==> src/rtl/up_down_mod_counter_if.sv <==
// Control and status bundle for up_down_mod_counter.
interface up_down_mod_counter_if #(
   parameter int unsigned BITS = 8
);
   logic            clear;
   logic            load;
   logic [BITS-1:0] D;
   logic            enable;
   logic            up;
   logic            sat;
   logic [BITS-1:0] step;
   logic [BITS-1:0] max_val;
   logic [BITS-1:0] Q;
   logic            tc;
   logic            wrap;
   logic            err;

   modport master (
      output clear, load, D, enable, up, sat, step, max_val,
      input  Q, tc, wrap, err
   );

   modport slave (
      input  clear, load, D, enable, up, sat, step, max_val,
      output Q, tc, wrap, err
   );
endinterface

==> src/rtl/up_down_mod_counter.sv <==
// Modulo-N up/down counter with parallel load, variable step,
// wrap/saturate mode, terminal-count flag and wrap/error pulses.
module up_down_mod_counter #(
   parameter int unsigned BITS = 8
) (
   input  logic                     clk,
   input  logic                     reset,
   up_down_mod_counter_if.slave     bus
);
   localparam int unsigned W1 = BITS + 1;

   logic [BITS-1:0] r_q;
   logic            r_wrap;
   logic            r_err;

   logic [BITS-1:0] w_q_nxt;
   logic            w_wrap_nxt;
   logic            w_err_nxt;

   logic [W1-1:0]   w_q_ext;
   logic [W1-1:0]   w_step_ext;
   logic [W1-1:0]   w_max_ext;
   logic [W1-1:0]   w_sum;
   logic [W1-1:0]   w_up_wrap;
   logic [W1-1:0]   w_dn_wrap;
   logic            w_step_oor;
   logic            w_q_oor;

   // Extended arithmetic shared by the count paths.
   assign w_q_ext    = {1'b0, r_q};
   assign w_step_ext = {1'b0, bus.step};
   assign w_max_ext  = {1'b0, bus.max_val};
   assign w_sum      = w_q_ext + w_step_ext;
   assign w_up_wrap  = w_sum - (w_max_ext + W1'(1));
   assign w_dn_wrap  = w_q_ext + w_max_ext + W1'(1) - w_step_ext;

   // A step larger than the range is an error, except step=1 on a
   // single-value range, which is a legal full-cycle step that wraps.
   assign w_step_oor = (bus.step > bus.max_val) &&
                       !((bus.max_val == '0) && (bus.step == BITS'(1)));
   assign w_q_oor    = (r_q > bus.max_val);

   // Next count, wrap and error selection in priority order.
   always_comb begin
      w_q_nxt    = r_q;
      w_wrap_nxt = 1'b0;
      w_err_nxt  = 1'b0;
      if (bus.clear) begin
         w_q_nxt = '0;
      end else if (bus.load) begin
         if (bus.D > bus.max_val) begin
            w_q_nxt   = bus.max_val;
            w_err_nxt = 1'b1;
         end else begin
            w_q_nxt = bus.D;
         end
      end else if (bus.enable) begin
         if (bus.step == '0) begin
            w_q_nxt = r_q;
         end else if (w_step_oor) begin
            w_q_nxt   = bus.up ? '0 : bus.max_val;
            w_err_nxt = 1'b1;
         end else if (w_q_oor) begin
            w_q_nxt   = (bus.up && !bus.sat) ? '0 : bus.max_val;
            w_err_nxt = 1'b1;
         end else if (bus.up) begin
            if (w_sum <= w_max_ext) begin
               w_q_nxt = BITS'(w_sum);
            end else if (!bus.sat) begin
               w_q_nxt    = BITS'(w_up_wrap);
               w_wrap_nxt = 1'b1;
            end else begin
               w_q_nxt    = bus.max_val;
               w_wrap_nxt = (r_q != bus.max_val);
            end
         end else begin
            if (r_q >= bus.step) begin
               w_q_nxt = r_q - bus.step;
            end else if (!bus.sat) begin
               w_q_nxt    = BITS'(w_dn_wrap);
               w_wrap_nxt = 1'b1;
            end else begin
               w_q_nxt    = '0;
               w_wrap_nxt = (r_q != '0);
            end
         end
      end
   end

   // Count and pulse registers.
   always_ff @(posedge clk or posedge reset) begin
      if (reset) begin
         r_q    <= '0;
         r_wrap <= 1'b0;
         r_err  <= 1'b0;
      end else begin
         r_q    <= w_q_nxt;
         r_wrap <= w_wrap_nxt;
         r_err  <= w_err_nxt;
      end
   end

   assign bus.Q    = r_q;
   assign bus.wrap = r_wrap;
   assign bus.err  = r_err;
   // Terminal count follows up and max_val without waiting for a clock.
   assign bus.tc   = bus.up ? (r_q == bus.max_val) : (r_q == '0);
endmodule

==> src/flat_wrapper.sv <==
// flat-port wrapper written by rule: the top's interface ports become plain ports
module up_down_mod_counter_flat 
#(
   parameter int unsigned BITS = 8
)
  (clk, reset, bus_clear, bus_load, bus_D, bus_enable, bus_up, bus_sat, bus_step, bus_max_val, bus_Q, bus_tc, bus_wrap, bus_err);
  up_down_mod_counter_if #(.BITS(BITS)) bus_i ();
  input  logic clk;
  input  logic reset;
  input wire logic [$bits(bus_i.clear)-1:0] bus_clear;
  input wire logic [$bits(bus_i.load)-1:0] bus_load;
  input wire logic [$bits(bus_i.D)-1:0] bus_D;
  input wire logic [$bits(bus_i.enable)-1:0] bus_enable;
  input wire logic [$bits(bus_i.up)-1:0] bus_up;
  input wire logic [$bits(bus_i.sat)-1:0] bus_sat;
  input wire logic [$bits(bus_i.step)-1:0] bus_step;
  input wire logic [$bits(bus_i.max_val)-1:0] bus_max_val;
  output wire logic [$bits(bus_i.Q)-1:0] bus_Q;
  output wire logic [$bits(bus_i.tc)-1:0] bus_tc;
  output wire logic [$bits(bus_i.wrap)-1:0] bus_wrap;
  output wire logic [$bits(bus_i.err)-1:0] bus_err;
  assign bus_i.clear = bus_clear;
  assign bus_i.load = bus_load;
  assign bus_i.D = bus_D;
  assign bus_i.enable = bus_enable;
  assign bus_i.up = bus_up;
  assign bus_i.sat = bus_sat;
  assign bus_i.step = bus_step;
  assign bus_i.max_val = bus_max_val;
  assign bus_Q = bus_i.Q;
  assign bus_tc = bus_i.tc;
  assign bus_wrap = bus_i.wrap;
  assign bus_err = bus_i.err;
  up_down_mod_counter #(.BITS(BITS)) u_core (.clk(clk), .reset(reset), .bus(bus_i));
endmodule
==> config.mk <==
export PLATFORM = sky130hd
export DESIGN_NAME = up_down_mod_counter_flat
export DESIGN_NICKNAME = d
export VERILOG_FILES = /design/src/rtl/up_down_mod_counter_if.sv /design/src/rtl/up_down_mod_counter.sv /design/src/flat_wrapper.sv
export SDC_FILE = /design/constraint.sdc
export NUM_CORES = 1
export LEC_CHECK = 0
export ABC_AREA = 1
export CAP_MARGIN = 20
export CELL_PAD_IN_SITES_DETAIL_PLACEMENT = 1
export CELL_PAD_IN_SITES_GLOBAL_PLACEMENT = 2
export CORE_ASPECT_RATIO = 0.75
export CORE_MARGIN = 1.5
export CORE_UTILIZATION = 32
export DETAILED_ROUTE_END_ITERATION = 8
export PLACE_DENSITY_LB_ADDON = 0.08
export SYNTH_ARGS = -nofsm -noshare
export SYNTH_HDL_FRONTEND = slang
export SYNTH_SLANG_ARGS = --single-unit
==> constraint.sdc <==
create_clock -name clk -period 3.6 [get_ports clk]
set_input_delay 0.72 -clock clk [delete_from_list [all_inputs] [get_ports clk]]
set_output_delay 0.72 -clock clk [all_outputs]
set_load 0.02 [all_outputs]
==> flow_summary.yaml <==
status:
  status: "finished, final reports clean"
worst_setup_path:
  timing.critical_path.slowest_cell_delay_ns: 0.53
  path_cells: "clkdlybuf4s50_1 -> clkinvlp_4 -> buf_4 -> ha_1 -> nand2_1 -> inv_1 -> nand4_1 -> mux2i_1 -> clkdlybuf4s15_1"
  critPathCaptureType: "primary output"
  path_max_fanout: 4
  cpLargestDelayFamily: "buffers and inverters"
  slowest_stage: "clkdlybuf4s50_1"
  endpoint: "bus_tc"
  critPathBufInv: 5
  r2r_cells: 26
  startpoint_type: "input pin"
  ff2ff_setup_slack_ns: 0.43
  critical_path_depth: 9
  worstReg2RegEnd: "u_core.bus.Q[4]$_DFFE_PP0P_"
  crit_type: "input pin to primary output"
  reg2reg_from: "u_core.bus.Q[1]$_DFFE_PP0P_"
  arrival_ns: 2.77
  cp.required_ns: 2.88
  startpoint: "bus_max_val[3]"
global_route:
  grt_max_degree: 22
  grt_usage_pct: 27.1
  antenna_found_initial: 0
  gr-total-overflow: 0
  grt_pass1_vias: 4581
  grt_pass1_wl_um: 24900
placed_design:
  io_buffers: 41
  place_hpwl_um: 13300
  pre_cts_ws_ns: -0.516
  place_congestion: 0.894
  placed_cells: 820
  place_area_um2: 4740
finish:
  stdcell_area_um2: 5200
  layout.nets: 793
  layout_commonest_cell: "nand2_1"
  most-common-layout-cells: "143 x nand2_1, 98 x buf_4, 64 x inv_1"
  final_core_util_pct: 47.7
  area_delta_synth_final_pct: 46.1
  fin_cells: 833
  layout-drive-gt1-share_pct: 26.6
  antenna_cells: 0
  fillCellCount: 1425
sta:
  worst_pin_slew_ns: 0.543
  finalSetupViolCount: 0
  slew_headroom_pct: 63.7
  setup-tns-final_ns: 0
  fin_crit_sh_pct: 96.9
  slew_viol_final: 0
  timing.hold.ws_ns: 0.742
  fin_ws_ns: 0.110
  fin_crit_ns: 3.49
  max_freq_ghz: 0.287
  final_hold_viol_count: 0
  skew_ns: 0.00424
  rsz0062_at_grt: "yes"
logic_synthesis:
  synth.avg_cell_area_um2: 6.40
  synthAdderAreaFrac_pct: 26.0
  netlist_area_um2: 3560
  synth-edff-count: 0
  synth-compound-area-share_pct: 15.4
  async_reset_ff_share_pct: 100
  syn_nets: 656
  yosys_most_used_dff: "dfrtp_1"
  synth_top_family_by_area: "simple AND/OR/NAND/NOR gates"
  yosys.area_share.simple_pct: 33.6
  ys_seq_elements: 10
  synthCells: 557
  yosys_warnings: 0
  synthXorXnorAreaFrac_pct: 4.43
  synth_cell_types: 48
  synth_mux_area_share_pct: 0.281
  synth_seq_area_share_pct: 7.02
floorplanning:
  die_h_um: 94.4
  row_count: 33
  dieArea_um2: 11800
  core-area_um2: 10900
  die_w_um: 125
  start_util_pct: 32.7
  pin_count: 42
clock_tree:
  postCtsHoldBufs: 0
  root_buffer: "clkbuf_16"
  clk_path_buf_depth: 2
  clock_latency_ns: 0.24
  cts-buffers-inserted: 3
  cts.sinks: 10
  clkTransAtPathRegs_ns: 0.04
  cts_tree: "built"
  h-tree-depth: 1
routing:
  dr.first_iter.drc_count: 256
  via_count: 4245
  routed_wl_um: 15800
  drc: 0
  viasPerCell: 5.10
  firstDrtPassIters: 4
  postRouteAntennaNets: 0
  wire_per_inst_um: 18.9
pwr:
  finalPower_mw: 2.18
  powerDensity_nw_per_um2: 418
  ir_worst_vdd_mv: 0.150
  leakagePower_nw: 2.67
job:
  maxCapViolCount: 0
hold_path:
  hold_class: "register to register"
[state kept, by name (all words and copies together) (netlist names)]
signal           cells
u_core.bus.Q         8
u_core.bus.err       1
u_core.bus.wrap      1
[per-layer routing]
layer | up-vias | GRT usage (%) | wire [um]
met1 | 2029 | 39.6 | 7730
li1 | 2095 | - | -
met5 | - | 0 | 0
met3 | 6 | 4.08 | 1130
met2 | 115 | 44.3 | 6830
met4 | 0 | 1.61 | 63
[Yosys cell counts, types with 4 or more instances]
cell / count / area share (%)
inv_2: 16 / 1.7
dfrtp_1: 10 / 7.0
a21oi_1: 37 / 5.2
nor2_1: 25 / 2.6
nand2_1: 153 / 16
o21ai_0: 31 / 4.4
ha_1: 58 / 20
fa_1: 10 / 5.6
o21ai_1: 10 / 1.4
xor2_1: 12 / 3.0
nand4_1: 12 / 2.1
inv_1: 71 / 7.5
xnor2_1: 6 / 1.5
clkinv_1: 4 / 0.42
nand3_1: 45 / 6.3
nand2_2: 5 / 0.88
[worst reg2reg max path, cell delays in order, from the launching register on]
cell,delay (ns)
dfrtp_1,0.58
ha_1,0.33
inv_1,0.08
nand3_1,0.08
nand2_2,0.09
xor2_1,0.18
buf_4,0.18
ha_4,0.21
nand2_4,0.07
inv_2,0.04
nand2_2,0.07
nand3_1,0.07
nand2_1,0.07
nand2_1,0.05
nand2_1,0.06
nand2_2,0.06
nand2_4,0.11
nand2_8,0.09
buf_4,0.15
nand2_1,0.05
nand3_1,0.06
nand2_1,0.09
nand2_1,0.06
nand2_1,0.05
nand2_1,0.05
nand2_1,0.07
nand2_1,0.05
[timing repair]
action,CTS,global route
buffers inserted,4,7
resized for setup,39,23
cloned,0,0
endpoints found under the setup margin,10,9
pin swaps,14,10
[cell type report]
| type | count | area [um2] | area share (%) |
|---|---|---|---|
| Multi-Input combinational cell | 444 | 3140 | 60.4 |
| Timing Repair Buffer | 142 | 1190 | 22.8 |
| Inverter | 93 | 360 | 6.92 |
| Sequential cell | 10 | 250 | 4.81 |
| Tap cell | 140 | 175 | 3.37 |
| Clock buffer | 4 | 88.8 | 1.71 |
[cells by family after synthesis]
kind of cell    Yosys count
simple gates            260
buf+inv                 103
compound gates           97
fa+ha+maj                68
xor+xnor                 18
flops                    10
mux                       1
[report_power, final]
part / internal [mW] / switching, mW / leakage (nW)
clock network: 0.168 / 0.0576 / 0.0442
logic: 0.810 / 0.980 / 2.50
registers: 0.127 / 0.0346 / 0.129
[worst min path at each step]
| stage | from | endpoint | slack [ns] | cells past startpoint |
|---|---|---|---|---|
| finish | u_core.bus.Q[1]$_DFFE_PP0P_ | u_core.bus.Q[1]$_DFFE_PP0P_ | 0.74 | 2 |
| CTS | u_core.bus.Q[0]$_DFFE_PP0P_ | u_core.bus.Q[0]$_DFFE_PP0P_ | 0.72 | 3 |
| global placement | u_core.bus.Q[0]$_DFFE_PP0P_ | u_core.bus.Q[0]$_DFFE_PP0P_ | 0.71 | 3 |
| floorplan | reset | u_core.bus.Q[0]$_DFFE_PP0P_ | 0.56 | 1 |
| detailed placement | u_core.bus.Q[0]$_DFFE_PP0P_ | u_core.bus.Q[0]$_DFFE_PP0P_ | 0.70 | 3 |
| global route | u_core.bus.Q[0]$_DFFE_PP0P_ | u_core.bus.Q[0]$_DFFE_PP0P_ | 0.79 | 3 |
Note: power is estimated with default switching activity, not from simulation.
